==> src/rtl/game_ctrl.sv <==
// Game sequencer: start/run/over state machine, BCD score, high score and scroll speed.
// Latency: state and counters update one clock after the qualifying strobe/input; o_obj_rst is combinational.
// Backpressure: none; inputs are sampled every clock and strobes are never stalled.
module game_ctrl #(
  parameter int         SCORE_DIV   = 6,
  parameter logic [3:0] START_SPEED = 4'd2,
  parameter logic [3:0] MAX_SPEED   = 4'd9,
  parameter int         HOLD_FRAMES = 60
) (
  input  logic        i_clk,
  input  logic        i_rst,
  input  logic        i_ani_stb,
  input  logic        i_jump,
  input  logic        i_collide,
  output logic [1:0]  o_state,
  output logic        o_animate,
  output logic        o_obj_rst,
  output logic [15:0] o_score,
  output logic [15:0] o_hiscore,
  output logic [3:0]  o_speed,
  output logic        o_new_hi
);

  localparam int FW = $clog2(SCORE_DIV + 1);
  localparam int HW = $clog2(HOLD_FRAMES + 1);

  typedef enum logic [1:0] {
    IDLE  = 2'd0,
    START = 2'd1,
    RUN   = 2'd2,
    OVER  = 2'd3
  } state_t;

  state_t          state_q, state_d;
  logic [15:0]     score_q, hiscore_q;
  logic [3:0]      speed_q;
  logic            new_hi_q;
  logic [FW-1:0]   frame_cnt_q;
  logic [HW-1:0]   hold_cnt_q;
  logic            jump_prev_q;
  logic            start_req;
  logic            hold_done;
  logic [15:0]     score_inc;

  // Rising edge of the jump button as seen at frame strobes; a held button never retriggers.
  assign start_req = i_ani_stb && i_jump && !jump_prev_q;
  assign hold_done = (hold_cnt_q == HW'(HOLD_FRAMES));

  // Packed-BCD increment of the score, ripple carry from the low digit upward.
  always_comb begin
    logic carry;
    score_inc = score_q;
    carry     = 1'b1;
    for (int i = 0; i < 4; i++) begin
      if (carry) begin
        if (score_inc[i*4 +: 4] == 4'd9) begin
          score_inc[i*4 +: 4] = 4'd0;
        end else begin
          score_inc[i*4 +: 4] = score_inc[i*4 +: 4] + 4'd1;
          carry = 1'b0;
        end
      end
    end
  end

  // State register.
  always_ff @(posedge i_clk) begin
    if (i_rst) state_q <= IDLE;
    else       state_q <= state_d;
  end

  // Next-state logic; collision only matters while running.
  always_comb begin
    state_d = state_q;
    unique case (state_q)
      IDLE:  if (start_req) state_d = START;
      START: state_d = RUN;
      RUN:   if (i_collide) state_d = OVER;
      OVER:  if (start_req && hold_done) state_d = START;
      default: state_d = IDLE;
    endcase
  end

  // Score, speed, high score and frame/hold counters.
  always_ff @(posedge i_clk) begin
    if (i_rst) begin
      score_q     <= 16'h0000;
      hiscore_q   <= 16'h0000;
      speed_q     <= START_SPEED;
      new_hi_q    <= 1'b0;
      frame_cnt_q <= '0;
      hold_cnt_q  <= '0;
      jump_prev_q <= 1'b0;
    end else begin
      if (i_ani_stb) jump_prev_q <= i_jump;
      unique case (state_q)
        START: begin
          score_q     <= 16'h0000;
          speed_q     <= START_SPEED;
          new_hi_q    <= 1'b0;
          frame_cnt_q <= '0;
        end
        RUN: begin
          if (i_collide) begin
            // Game ends: no score/speed update this cycle, capture the high score.
            hold_cnt_q <= '0;
            if (score_q > hiscore_q) begin
              hiscore_q <= score_q;
              new_hi_q  <= 1'b1;
            end
          end else if (i_ani_stb) begin
            if (frame_cnt_q == FW'(SCORE_DIV - 1)) begin
              frame_cnt_q <= '0;
              if (score_q != 16'h9999) begin
                score_q <= score_inc;
                if (score_inc[7:0] == 8'h00 && speed_q < MAX_SPEED)
                  speed_q <= speed_q + 4'd1;
              end
            end else begin
              frame_cnt_q <= frame_cnt_q + FW'(1);
            end
          end
        end
        OVER: begin
          if (i_ani_stb && !hold_done) hold_cnt_q <= hold_cnt_q + HW'(1);
        end
        default: ;
      endcase
    end
  end

  assign o_state   = state_q;
  assign o_animate = (state_q == RUN);
  assign o_obj_rst = i_rst || (state_q == START);
  assign o_score   = score_q;
  assign o_hiscore = hiscore_q;
  assign o_speed   = speed_q;
  assign o_new_hi  = new_hi_q;

endmodule

==> config.mk <==
export PLATFORM = sky130hd
export DESIGN_NAME = game_ctrl
export DESIGN_NICKNAME = d
export VERILOG_FILES = /design/src/rtl/game_ctrl.sv
export SDC_FILE = /design/constraint.sdc
export NUM_CORES = 1
export LEC_CHECK = 0
export ABC_AREA = 1
export CAP_MARGIN = 15
export CORE_ASPECT_RATIO = 0.8
export CORE_MARGIN = 3
export CORE_UTILIZATION = 33
export CTS_CLUSTER_DIAMETER = 80
export DETAILED_ROUTE_END_ITERATION = 12
export MAX_ROUTING_LAYER = met4
export PLACE_DENSITY = 0.64
export SLEW_MARGIN = 20
export SYNTH_ARGS = -nofsm -noshare
export SYNTH_HDL_FRONTEND = slang
export SYNTH_SLANG_ARGS = --single-unit
==> constraint.sdc <==
create_clock -name i_clk -period 5 [get_ports i_clk]
set_clock_uncertainty 0.1 [all_clocks]
set_input_delay 0.5 -clock i_clk [delete_from_list [all_inputs] [get_ports i_clk]]
set_output_delay 0.5 -clock i_clk [all_outputs]
set_load 0.02 [all_outputs]
==> results of run 1 <==
-- metrics by stage --
step / setup slack (ns) / cells / utilization [%] / cell area, um^2 / hold slack, ns
floorplan: 2.86 / 442 / - / 3110 / 0.340
global placement: 2.14 / 588 / 39.9 / 3630 / 0.351
detailed placement: 2.11 / 588 / 39.9 / 3630 / 0.359
CTS: 2.12 / 594 / 41.3 / 3760 / 0.368
global route: 2.00 / 594 / 41.3 / 3760 / 0.403
finish: 2.16 / 594 / 41.3 / 3760 / 0.362
-- cells by family after synthesis --
kind of cell / Yosys count / share of synthesized area, %
AO/OA/AOI/OAI: 86 / 15.3
XOR/XNOR: 2 / 0.563
adder cells (fa/ha/maj): 30 / 12.1
buffers and inverters: 76 / 10.2
flip-flops: 49 / 31.5
AND/OR/NAND/NOR: 199 / 30.4
-- metal layers --
layer	share of wire, %	wire length, um	GRT usage (%)	vias to the layer above
met5	0	0	-	-
met3	2.8	204	2.35	5
met2	47	3380	24.6	35
met1	49	3540	17.8	1325
met4	0.75	54	3.56	0
li1	-	-	-	1527
-- flip-flops by register name, indices dropped and copies added, names as in the netlist --
| register | cells |
|---|---|
| frame_cnt_q | 3 |
| hold_cnt_q | 6 |
| jump_prev_q | 1 |
| o_hiscore | 16 |
| o_new_hi | 1 |
| o_score | 16 |
| o_speed | 4 |
| o_state | 2 |
-- worst max-delay path: stages --
cell,delay (ns)
clkdlybuf4s50_1,0.91
inv_1,0.13
nand2_1,0.10
clkdlybuf4s50_1,0.60
-- cell type report --
class	count	area share (%)
clock inverter	1	0.133
tap	115	3.82
inverter	60	5.98
clock buffer	5	3.32
multi-input combinational	317	48.3
timing repair buffer	47	12.4
sequential	49	26.1
-- final timing paths --
path                            cells after the start  slack, ns            to        start
worst max-delay path                                4       2.16     o_obj_rst        i_rst
worst min-delay path                                2       0.36   jump_prev_q  jump_prev_q
worst max register to register                     12       2.30  o_hiscore[5]   o_score[0]
worst min register to register                      2       0.36   jump_prev_q  jump_prev_q
-- cell usage after synthesis (2+ instances only) --
master | number | share of area, %
nand2_1 | 83 | 10
inv_2 | 4 | 0.48
nor3_1 | 10 | 1.6
o21ai_0 | 20 | 3.2
dfxtp_1 | 49 | 32
clkbuf_1 | 3 | 0.36
buf_6 | 2 | 0.72
o21a_1 | 2 | 0.48
inv_1 | 56 | 6.8
nor2_2 | 3 | 0.60
nor4_1 | 5 | 1.0
ha_1 | 30 | 12
nand3b_1 | 5 | 1.2
nand2_2 | 4 | 0.80
a211oi_1 | 3 | 0.72
nor2_1 | 43 | 5.2
a21oi_1 | 52 | 8.4
buf_2 | 10 | 1.6
nand4_1 | 4 | 0.80
a21oi_2 | 4 | 1.1
nor2_4 | 2 | 0.72
nand3_1 | 32 | 5.1
-- power groups by stage --
| stage | Combinational [W] | Sequential [W] | Clock (W) |
|---|---|---|---|
| finish | 0.00149 | 0.000625 | 0.000317 |
| global route | 0.00163 | 0.000645 | 0.000344 |
| CTS | 0.00150 | 0.000629 | 0.000327 |
| detailed placement | 0.00150 | 0.000637 | 0 |
| global placement | 0.00147 | 0.000635 | 0 |
| floorplan | 0.00109 | 0.000748 | 0 |
==> parameters.txt, run 1 <==
Parameter                              Value

CTS
  Post-cts hold buffer count    0
  Maximum clock insertion buffer count    2
  Clock Sink Count    49
  CTS Buf Count    5
  CTS root buf    clkbuf_16
  Number of buffers inserted to repair setup after CTS    0
  Clock transition at the register clock pins on the worst setup and hold paths after CTS    0.06 ns
  Number of resized instances in the post-cts repair step    0
  Worst-Skew Late Latency    0.28 ns
  Count of H-tree levels built during CTS    2
  CTS tree    yes

Pwr
  Sw power    0.00124 W
  Int Power    0.00120 W
  Switch share    50.8%
  Gate power share    61.2%
  Pwr Total    around 0.0024 W
  Static power due to leakage    1.49 nW
  Relative contribution of sequential cells to total power    25.7%
  Clock network fraction of total power    a little over an eighth
  Total power per unit cell area    between 600 and 700 nW/um^2
  Largest voltage drop on the vdd net    0.000435 V

Worst setup path
  Category of the worst setup path capture point    primary output
  Worst Path Required    ~4.4 ns
  Element type at the critical path start    primary input
  Data arrival time of the worst path    2.24 ns
  Largest fanout on the critical path    16
  Critical path type    in2out

Route
  Final ANT Viol Nets    0
  Drt initial violations    109
  DRT Wirelength    a little over 7 mm
  Count of unresolved DRC violations after routing    0
  Number of optimization iterations in the first detailed-route pass    4
  Count of vias placed by the detailed router    2892
  Via density per instance    4.87
  Wirelength per Cell    12.1 um

Timing
  Transition time of the tightest slew-check pin    1.03 ns
  Normalized max-slew margin    31.1%
  Unrepaired setup endpoints after global routing    no
  Post-route fraction of the period consumed by the critical path    56.7%
  Setup violation total in the final timing report    0
  Peak clock frequency supported by timing    0.353 GHz
  Number of hold-slack violations in the final timing report    0
  Setup_tns    0 ns
  Number of max-slew violations in the final report    0
  Time the worst path needs with I/O delays and setup    2.84 ns

Yosys
  Library cells used by synthesis    38
  Synthesized Nets    about 480
  Synthesized instance count    442
  Mean instance size in the synthesized netlist    7.04 um^2
  Number of synthesized flops with an enable pin    0
  Fraction of registers with async set or reset after synthesis    0%
  Primary flip-flop cell chosen by synthesis mapping    dfxtp_1
  Part of the Yosys area used for sequential elements    a little under a third
  Mapped Area    slightly above 3000 um^2
  Register bit count reported by yosys    49
  Number of warnings issued by yosys    0

Finish
  ANT cells    0
  Share of cells above drive strength 1    under 10%
  Most common cell after layout, fill and taps aside    nand2_1
  Growth of design area from synthesis to finish    20.9%
  Area used by multi-input combinational logic    approximately 1800 um^2
  Post-layout nets    a little over 500
  Most frequent cells in the layout    nand2_1 (83), inv_1 (56), a21oi_1 (51)
  Filler cells    928
  Sequential cell area    981 um^2

Global routing
  GRT Overall Usage    14.4%
  Number of global-route vias before repair    2835
  Wire length of the first global-routing pass    around 13 mm
  Largest net degree at the start of global routing    34
  Total overflow reported by the global router    0
  Number of antenna violations at the first check in global routing    0

Flow run
  Maximum Capacitance Violations    0

Status
  Status    complete, no violations

Floorplanning
  Number of placement rows    31
  Die footprint    10600 um^2
  Core Box Area    9110 um^2
  Number of top-level pins    between 40 and 50
  Vertical extent of the die    92.9 um
  Initial standard-cell utilization of the core    approximately a third
  X dimension of the die    115 um

Worst hold path
  Hold WC Path Type    reg2reg

Placement
  Global placement routability congestion    approximately 0.83
  Port Buffers    45
  Detailed Place HPWL    5.35 mm
Power figures use the tool's default switching activity.
==> inputs of run 2 (changes only) <==
--- a/config.mk
+++ b/config.mk
@@ -13,7 +13,7 @@
 export CTS_CLUSTER_DIAMETER = 80
 export DETAILED_ROUTE_END_ITERATION = 12
 export MAX_ROUTING_LAYER = met4
-export PLACE_DENSITY = 0.64
+export PLACE_DENSITY = 0.66
 export SLEW_MARGIN = 20
 export SYNTH_ARGS = -nofsm -noshare
 export SYNTH_HDL_FRONTEND = slang
==> constraint.sdc (replaced) <==
create_clock -name i_clk -period 2.6 [get_ports i_clk]
set_clock_uncertainty 0.1 [all_clocks]
set_input_delay 0.26 -clock i_clk [delete_from_list [all_inputs] [get_ports i_clk]]
set_output_delay 0.26 -clock i_clk [all_outputs]
set_load 0.02 [all_outputs]
==> run 2 against run 1 <==
Net effect:
- final area up 3.2%
- sequential power up 92%
- critical path depth up 4
- critical path type is now reg2reg
- hold slack better by 0.0082 ns
- register-to-register slack worse by 1.9 ns
- highest routed layer unchanged
- flip-flop and latch count unchanged
- total power up 120%
- via count up 2.2%
- largest power group unchanged
- die area unchanged
==> parameters.txt, run 2 (same netlist as run 1, synthesis figures left out) <==
Parameter                              Value

Finish
  ANT cells    0
  Share of cells above drive strength 1    9.55%
  Most common cell after layout, fill and taps aside    nand2_1
  Most frequent cells in the layout    nand2_1 (83), inv_1 (56), a21oi_1 (51)
  Growth of design area from synthesis to finish    24.8%
  Post-layout nets    527

Worst setup path
  Critical path type    reg2reg
  Largest fanout on the critical path    22
  Critical path's slowest cell    nor4_1
  Delay of the slowest cell on the worst path    0.39 ns
  Data arrival time of the worst path    2.28 ns
  Ordered cell list for the critical path    inv_1 -> ha_1 -> nand4_1 -> nor4_1 -> a21oi_2 -> buf_4 -> a21oi_1 -> nor2_1
  Element type at the critical path start    register
  Worst Path Required    2.68 ns
  Category of the worst setup path capture point    register

Route
  Count of unresolved DRC violations after routing    0
  Count of vias placed by the detailed router    2956
  Via density per instance    4.87
  Final ANT Viol Nets    0
  Drt initial violations    211
  DRT Wirelength    7.36 mm
  Wirelength per Cell    12.1 um
  Number of optimization iterations in the first detailed-route pass    4

Pwr
  Static power due to leakage    1.56 nW
  Largest voltage drop on the vdd net    about 0.00090 V
  Total power per unit cell area    1350 nW/um^2

Timing
  Peak clock frequency supported by timing    roughly 0.45 GHz
  Normalized max-slew margin    66.3%
  Setup_tns    0 ns
  Setup violation total in the final timing report    0
  Transition time of the tightest slew-check pin    roughly 0.50 ns
  Post-route fraction of the period consumed by the critical path    a little over four fifths
  Number of max-slew violations in the final report    0
  Worst hold slack across all endpoints    0.370 ns
  Number of hold-slack violations in the final timing report    0
  Time the worst path needs with I/O delays and setup    2.20 ns
  Unrepaired setup endpoints after global routing    no

CTS
  Maximum clock insertion buffer count    2
  CTS root buf    clkbuf_16
  Post-cts hold buffer count    0
  Count of H-tree levels built during CTS    2
  Clock transition at the register clock pins on the worst setup and hold paths after CTS    0.07 ns
  CTS Buf Count    5
  Number of resized instances in the post-cts repair step    0
  Worst-Skew Late Latency    a little under 0.3 ns
  CTS tree    yes
  Number of buffers inserted to repair setup after CTS    0
  Clock Sink Count    49

Floorplanning
  Die footprint    10600 um^2
  Number of placement rows    31
  Number of top-level pins    46
  X dimension of the die    roughly 110 um
  Initial standard-cell utilization of the core    about a third
  Vertical extent of the die    92.9 um
  Core Box Area    9110 um^2

Placement
  Detailed Place HPWL    ~5.5 mm
  Global placement routability congestion    0.816
  Port Buffers    45

Global routing
  Total overflow reported by the global router    0
  Largest net degree at the start of global routing    32
  Number of global-route vias before repair    2846
  GRT Overall Usage    between 10% and 20%
  Number of antenna violations at the first check in global routing    0
  Wire length of the first global-routing pass    12.7 mm

Flow run
  Maximum Capacitance Violations    0

Status
  Status    complete, no violations

Worst hold path
  Hold WC Path Type    reg2reg
## run 2: area by class of cell
| cell class | count | area [um^2] |
|---|---|---|
| fillers | 901 | 5230 |
| multi-input cells | 317 | 1820 |
| flip-flops and latches | 49 | 981 |
| repair buffers | 59 | 556 |
| inverters | 60 | 225 |
| well taps | 115 | 144 |
| clock buffers | 5 | 125 |
| clock inverters | 2 | 35.0 |
## run 2: power breakdown
group	leakage, nW	switching, W	internal [W]
clock	0.0797	0.000277	0.000447
combinational	1.09	0.00208	0.00122
sequential	0.398	0.000225	0.000977
## run 2: final timing paths
check / end / slack, ns / depth (start not counted) / start
hold / removal: jump_prev_q / 0.37 / 2 / jump_prev_q
hold reg to reg: jump_prev_q / 0.37 / 2 / jump_prev_q
setup / recovery: o_hiscore[2] / 0.40 / 8 / o_hiscore[14]
setup reg to reg: o_hiscore[2] / 0.40 / 8 / o_hiscore[14]
## run 2: per-stage QoR
step | instances | area (um^2) | utilization (%) | power, W | setup WS, ns
after CTS | 607 | 3880 | 42.6 | 0.00524 | 0.402
after floorplan | 442 | 3110 | - | 0.00353 | 0.460
after detailed placement | 600 | 3720 | 40.9 | 0.00450 | 0.406
final | 607 | 3880 | 42.6 | 0.00523 | 0.399
after global placement | 600 | 3720 | 40.9 | 0.00442 | 0.475
after global routing | 607 | 3880 | 42.6 | 0.00570 | 0.140
## run 2: critical path: cells and delay by family, from the launching register on
family / cells / cell delay [ns]
compound gates: 2 / 0.41
fa+ha+maj: 1 / 0.29
buf+inv: 2 / 0.34
flops: 1 / 0.35
simple gates: 3 / 0.60
## run 2: layer usage
layer / vias to the layer above / wire (um) / global-route usage, %
met3: 7 / 315 / 3.00
li1: 1553 / - / -
met2: 62 / 3440 / 24.4
met5: - / 0 / -
met1: 1334 / 3530 / 18.4
met4: 0 / 70 / 3.17
